$ cat config.mk
export PLATFORM = sky130hd
export DESIGN_NAME = ternary_mvm_seq
export DESIGN_NICKNAME = d
export VERILOG_FILES = /design/src/rtl/config_pkg.sv /design/src/rtl/ternary_row_dot.sv /design/src/rtl/ternary_mvm_seq.sv
export SDC_FILE = /design/constraint.sdc
export NUM_CORES = 1
export LEC_CHECK = 0
export ABC_CLOCK_PERIOD_IN_PS = 12700
export BUFFER_PORTS_ARGS = -buffer_cell sky130_fd_sc_hd__buf_2
export CAP_MARGIN = 20
export CORE_UTILIZATION = 60
export CTS_CLUSTER_SIZE = 20
export DETAILED_ROUTE_END_ITERATION = 10
export PLACE_DENSITY = 0.91
export SLEW_MARGIN = 40
export SYNTH_ARGS = -nofsm -noshare
export SYNTH_HDL_FRONTEND = slang
export SYNTH_SLANG_ARGS = --single-unit
$ cat constraint.sdc
create_clock -name clk -period 12.7 [get_ports clk]
set_input_delay 0.635 -clock clk [delete_from_list [all_inputs] [get_ports clk]]
set_output_delay 0.635 -clock clk [all_outputs]
set_load 0.005 [all_outputs]
$ cat src/rtl/config_pkg.sv
// config_pkg: ternary code constants, engine states and a width-generic saturation helper
package config_pkg;
  typedef logic [1:0] ternary_t;
  localparam ternary_t TERN_ZERO = 2'b00;
  localparam ternary_t TERN_POS = 2'b01;
  localparam ternary_t TERN_NEG = 2'b11;
  localparam ternary_t TERN_ILLEGAL = 2'b10;
  typedef enum logic [1:0] {IDLE, COMPUTE, DONE} operation_t;
  function automatic logic signed [63:0] sat(input logic signed [63:0] v, input int w);
    logic signed [63:0] hi, lo;
    hi = (64'sd1 <<< (w - 1)) - 64'sd1;
    lo = -hi - 64'sd1;
    return v > hi ? hi : v < lo ? lo : v;
  endfunction
endpackage

$ cat src/rtl/ternary_row_dot.sv
// ternary_row_dot: exact dot product of one ternary row with x, illegal codes count as zero
module ternary_row_dot
  import config_pkg::*;
#(
  parameter int D = 4,
  parameter int W = 8,
  parameter int A = 11
) (
  input  logic [2*D-1:0]      row,
  input  logic [D*W-1:0]      x,
  output logic signed [A-1:0] acc,
  output logic                illegal
);
  always_comb begin
    acc = '0;
    illegal = 1'b0;
    for (int j = 0; j < D; j++) begin
      acc = row[2*j +: 2] == TERN_POS ? acc + A'($signed(x[W*j +: W])) :
            row[2*j +: 2] == TERN_NEG ? acc - A'($signed(x[W*j +: W])) : acc;
      illegal = illegal | (row[2*j +: 2] == TERN_ILLEGAL);
    end
  end
endmodule

$ cat src/rtl/ternary_mvm_seq.sv
// ternary_mvm_seq: y = sat((W*x*s) >>> FRAC_BITS), LANES rows per cycle behind valid/ready
module ternary_mvm_seq
  import config_pkg::*;
#(
  parameter int D = 4,
  parameter int INT_BITS = 5,
  parameter int FRAC_BITS = 3,
  parameter int LANES = 1,
  localparam int W = INT_BITS + FRAC_BITS,
  localparam int A = W + $clog2(D) + 1
) (
  input  logic             clk,
  input  logic             rst,
  input  logic             in_valid,
  output logic             in_ready,
  input  logic [D*W-1:0]   in_vec,
  input  logic [2*D*D-1:0] in_mat,
  input  logic [W-1:0]     in_scale,
  output logic             out_valid,
  input  logic             out_ready,
  output logic [D*W-1:0]   out_vec,
  output logic             out_illegal
);
  localparam int G = D / LANES;
  localparam int CW = G > 1 ? $clog2(G) : 1;
  operation_t state, nxt;
  logic [CW-1:0] cnt;
  logic [D*W-1:0] vec_q;
  logic [2*D*D-1:0] mat_q;
  logic [W-1:0] scale_q;
  logic signed [A-1:0] acc [LANES];
  logic [LANES-1:0] ill;
  logic [W-1:0] y [LANES];
  for (genvar l = 0; l < LANES; l++) begin : g_lane
    logic signed [A+W-1:0] prod;
    ternary_row_dot #(.D(D), .W(W), .A(A)) u_dot (
      .row(mat_q[2*D*(int'(cnt)*LANES+l) +: 2*D]),
      .x(vec_q),
      .acc(acc[l]),
      .illegal(ill[l])
    );
    assign prod = ((A+W)'(acc[l]) * (A+W)'($signed(scale_q))) >>> FRAC_BITS;
    assign y[l] = W'(sat(64'(prod), W));
  end
  assign in_ready = state == IDLE && !rst;
  assign out_valid = state == DONE;
  always_comb begin
    nxt = state == IDLE ? (in_valid ? COMPUTE : IDLE) :
          state == COMPUTE ? (cnt == CW'(G - 1) ? DONE : COMPUTE) :
          (out_ready ? IDLE : DONE);
  end
  always_ff @(posedge clk) begin
    if (rst) begin
      state <= IDLE;
      cnt <= '0;
      out_vec <= '0;
      out_illegal <= 1'b0;
    end else begin
      state <= nxt;
      if (state == IDLE && in_valid) begin
        vec_q <= in_vec;
        mat_q <= in_mat;
        scale_q <= in_scale;
        cnt <= '0;
        out_illegal <= 1'b0;
      end
      if (state == COMPUTE) begin
        cnt <= cnt + 1'b1;
        out_illegal <= out_illegal | (|ill);
        for (int l = 0; l < LANES; l++) out_vec[W*(int'(cnt)*LANES+l) +: W] <= y[l];
      end
    end
  end
endmodule

---- Word level (Yosys, flattened, before mapping) ----
Cells that the tools add are included.
cells by class
  multiplexer cells ....................... 20
  shift-type cells ........................ 3
  bitwise gates (word level) .............. 5
  reduce and logical (&&, ||, !) cells .... 6
  equality and inequality tests ........... 15
  $mul .................................... 1
  add/subtract/negate cells ............... 9
  magnitude comparators ................... 2
operators with widths
  cell                     count
  $mux 11                  8
  $add 11x8->11            3
  $neg 5->33               1
  $shift 8x33->32 const A  1
  $shiftx 8x33->32         1
  $sub 11x8->11            3
  $bwmux 32                1
  $shiftx 32x6->8          1
  $eq 2x2->1 const B       10
  $mul 11x8->19            1
  $gt 16x8->1 const B      1
  $lt 16x8->1 const B      1
  $mux 8                   2
  $mux 2                   6
  $eq 2x1->1 const B       5
  $sub 1x8->9 const A      1
  $or 1x1->1               4
  $mux 1                   3
  $add 2x1->2 const B      1
  $logic_and 1x1->1        2
  $logic_not 2->1          1
  $reduce_and 2->1         1
  $reduce_bool 2->1        1
  $logic_not 1->1          1
  $not 1->1                1
storage, ports and cells
  input bits .............................. 76
  register bits ........................... 109
  word-level logic and storage cells ...... 68
  output and inout bits ................... 35

---- Longest topological paths before layout ----
  depth in word-level cells ............... 19
  depth in mapped cells ................... 55
  mapped depth without buffers ............ 51

---- Modules after synthesis ----
From an unflattened synthesis, not the netlist that was laid out.
unflattened totals
  cells, all modules ...................... 1,087
  area, all modules ....................... 10,411.2 um^2
modules (own cells, without submodules)
  module           area an instance (um^2)  cells an instance  instances  sequential area each (um^2)
  ternary_mvm_seq  7,280.7                  640                1          2,902.8
  ternary_row_dot  3,130.5                  447                1          0.0

---- Least setup slack after synthesis ----
Ideal clock, no wire load.
  path kind ............................... reg2reg
  start ................................... register cnt[1]
  end ..................................... register out_vec[27]
  required time ........................... 12,605 ps
  cell stages (with the launch flop) ...... 52
  period minus slack after synthesis ...... 11,348 ps
  data arrival time ....................... 11,253 ps
  setup slack ............................. 1,352 ps
  library setup time ...................... 95 ps
  buffers on the path ..................... 5
  cell sequence ........................... dfxtp_1 > buf_2 > buf_2 > mux2_2 > o21ai_1 > clkbuf_1 > nor2_1 > ha_1 > nor2b_1 > o21ai_0 > a21boi_0 > o21a_1 > o21a_1 > o21ai_0 > nand2_1 > a21o_1 > a211o_1 > ha_1 > (+16 left out) > fa_1 > inv_1 > fa_1 > inv_1 > fa_1 > inv_1 > ha_1 > or3_1 > o21bai_1 > a31oi_1 > o211ai_1 > a21o_1 > a311oi_2 > o31ai_1 > nor3_2 > buf_4 > nor3b_1 > a221oi_1
between the ends
  longest elaborated chain between the ends .. 19
  elaborated cells between the ends (all ways) .. 32
  classes of those cells .................. add/sub: 7; mul: 1; order compare: 2; eq/ne: 8; shift: 3; mux: 11
RTL lines
  what                    line                   source
  start, declared         ternary_mvm_seq.sv:27  logic [CW-1:0] cnt;
  start signal, assigned  ternary_mvm_seq.sv:68  cnt <= cnt + 1'b1;
  $shiftx 32x6->8         ternary_mvm_seq.sv:37  .row(mat_q[2*D*(int'(cnt)*LANES+l) +: 2*D]),
  $eq 2x2->1              ternary_row_dot.sv:19  row[2*j +: 2] == TERN_NEG ? acc - A'($signed(x[W*j +: W])) : acc;
  $mux 11                 ternary_row_dot.sv:19
  $mux 11                 ternary_row_dot.sv:18  acc = row[2*j +: 2] == TERN_POS ? acc + A'($signed(x[W*j +: W])) :
  $sub 11x8->11           ternary_row_dot.sv:19
  $mux 11                 ternary_row_dot.sv:19
  $mux 11                 ternary_row_dot.sv:18
  $sub 11x8->11           ternary_row_dot.sv:19
  (+2 left out)           --
  $sub 11x8->11           ternary_row_dot.sv:19
  $mux 11                 ternary_row_dot.sv:19
  $mux 11                 ternary_row_dot.sv:18
  $mul 11x8->19           ternary_mvm_seq.sv:42  assign prod = ((A+W)'(acc[l]) * (A+W)'($signed(scale_q))) >>> FRAC_BITS;
  $lt 16x8->1             config_pkg.sv:13       return v > hi ? hi : v < lo ? lo : v;
  $mux 8 (2 in series)    config_pkg.sv:13
  $shiftx 8x33->32        ternary_mvm_seq.sv:70  for (int l = 0; l < LANES; l++) out_vec[W*(int'(cnt)*LANES+l) +: W] <= y[l];
  $bwmux 32 *             ternary_mvm_seq.sv:70
  end signal, assigned    ternary_mvm_seq.sv:56  out_vec <= '0;
  end, declared           ternary_mvm_seq.sv:21  output logic [D*W-1:0] out_vec,
Mark *: on every way between the ends. The rest lies on a longest branch, timed or not.
A chain may end at the register's enable or synchronous reset.

---- Worst setup path after layout ----
  start ................................... register cnt[0]
  end ..................................... register out_vec[6]
Same word-level chain as after synthesis.

==> out/metrics.cfg <==
[logic_synthesis]
synthCells = 1135
yosysUniqueCellTypes = 75
async_reset_ff_frac = 0
syn-num-nets = 1389
netlist_area_um2 = 10600
synth_seq_cells = 109
synth_edf_count = 72
seq_area_frac_synth = 0.274
synth_flop_cell = edfxtp_1
ys_warn_count = 0
avgSynthCellArea_um2 = 9.33

[clocking]
cts_max_path_buffers = 2
numClockSinks = 109
cts_tree = done
htreeDepth = 3
cts_root_buffer = clkbuf_16
clkTransAtPathRegs_ns = 0.08
insertion_delay_ns = 0.37
cts_made_buffers = 9

[timing]
min_period_over_period = 0.935
min_period_ns = 11.87
skew_ns = 0.0104
layout_setup_ws_ns = 0.830
rsz0062_at_grt = no
max_freq_mhz = 84.2
tns_ns = 0
tightest_slew_ns = 0.850
report.final.slew_viol_count = 0
hold_viol = 0
setup-violations-final = 0
max_slew_margin = 0.433

[job]
cap_violations = 0

[detailed_routing]
drt_first_pass_iters = 7
drtIter0Drc = 615
drc = 0
routed_wl_um = 25900
vias_per_cell = 6.04
wl_per_cell_um = 17.7
routed-via-count = 8837
ant_nets = 0

[critical_path]
cp_max_fo = 13
path_class = flop to flop
crit_start = cnt[0]
rrSetupSlack_ns = 0.83
critical_path.slowest_cell = mux4_2
worstPathArrival_ns = 12.12
end_kind = flop
crit_required_ns = 12.95
r2r-start = cnt[0]
max_stage_delay_ns = 0.64
worstSetupStartpointType = flop
reg2reg_depth = 49
worst_path_most_repeated_cell = ha_1

[final_layout]
final_common_cell = inv_1
multi_input_area_um2 = 6890
final_cell_mix = inv_1 (179), buf_2 (110), ha_1 (106)
areaGrowthSynthToFinish_pct = 10.8
drive_gt1_frac = 0.142
seq_area_um2 = 2900
fillers = 1252
nNetsFinal = 1485

[global_routing]
grt_usage = 0.295
grt_max_degree = 46
grt_pass1_vias = 8616
grt_first_pass_wirelength_um = 42200
antenna_found_initial = 2
grt_overflow = 0

[floorplanning]
pin_count = 111
rows = 48
die_w_um = 135
coreArea_um2 = 17200
initial_core_util = 0.614
die_h_um = 135
die-area_um2 = 18200

[worst_hold_path]
hold_class = primary input to flop
min_from = in_vec[5]
min_path_cells = 1

[outcome]
status = finished clean

[placed_design]
globalplace.congestion = 0.933
pre_cts_slack_ns = 0.521
portBuffers = 110
dp_hpwl_um = 19700

## sequential cells by signal, summed over array words and instances (netlist names)
signal	cells
mat_q	32
out_vec	32
vec_q	32
scale_q	8
cnt	2
state	2
out_illegal	1
## cells in the mapped netlist, types with 10 or more instances
master | number | area, um2
o41ai_1 | 17 | 149
and2_1 | 41 | 257
o21ai_0 | 34 | 170
inv_1 | 179 | 672
nor2_1 | 76 | 285
a21o_1 | 15 | 113
mux2i_1 | 14 | 140
edfxtp_1 | 72 | 2160
o21bai_1 | 13 | 97.6
nor3b_1 | 15 | 113
mux2_2 | 10 | 113
xor2_1 | 15 | 131
ha_1 | 106 | 1330
xnor2_1 | 30 | 263
dfxtp_1 | 37 | 741
nor2b_1 | 11 | 68.8
a221oi_1 | 14 | 123
nand2b_1 | 16 | 100
a21oi_1 | 58 | 290
nand2_1 | 87 | 327
nand3_1 | 11 | 55.1
clkbuf_1 | 21 | 78.8
fa_1 | 72 | 1440
nor3_1 | 25 | 125
o21a_1 | 12 | 90.1
## worst max-delay path, delay by kind of cell, from the launching register on
kind	cells	cell delay [ns]
AOI/OAI and AO/OA	17	3.66
and+or+nand+nor	14	2.99
adders and majority gates	8	2.75
muxes	2	0.94
xor gates and xnor gates	2	0.55
buffers and inverters	6	0.48
DFF	1	0.37
## metrics by stage
step	instance area [um2]	hold slack, ns	std cells	utilization
finish	11700	0.439	1462	0.681
global route	11700	0.425	1462	0.681
CTS	11600	0.428	1456	0.676
detailed placement	11300	0.439	1440	0.656
global placement	11300	0.437	1439	0.655
floorplan	10600	0.444	1135	-
## logic make-up (layout without fill, tap and decap cells)
kind of cell	Yosys count	count (layout)	share of synthesized area
buffers and inverters	215	316	0.0799
and+or+nand+nor	313	313	0.146
muxes	30	30	0.0366
adders and majority gates	178	178	0.261
xor gates and xnor gates	46	46	0.0393
other	0	1	0
AOI/OAI and AO/OA	244	244	0.163
DFF	109	109	0.274
## cell type report
type / count / area share
Clock inverter: 6 / 0.00682
Antenna cell: 1 / 0.000213
Clock buffer: 10 / 0.0213
Inverter: 179 / 0.0572
Timing Repair Buffer: 121 / 0.0561
Sequential cell: 109 / 0.247
Tap cell: 225 / 0.0240
Multi-Input combinational cell: 811 / 0.587
## final timing paths
check	endpoint
worst max-delay path	out_vec[6]
worst min-delay path	vec_q[5]
worst max register to register	out_vec[6]
worst min register to register	out_vec[13]
## metal layers
metal / wire [um] / track usage / share of wire / up-vias
met5: 0 / 0 / 0 / -
met4: 582 / 0.0886 / 0.022 / 0
li1: - / - / - / 4101
met2: 12300 / 0.487 / 0.48 / 455
met3: 2210 / 0.0537 / 0.085 / 62
met1: 10700 / 0.396 / 0.41 / 4219
## what timing repair did
action / in CTS / in global routing
resized for setup: 0 / 8
setup buffers: 0 / 5
setup endpoints to repair: 0 / 28
hold buffers: 0 / 0
Power is left out: the tool's default activity adds up to more than one toggle a clock period on the data nets, which glitch-free logic cannot reach.
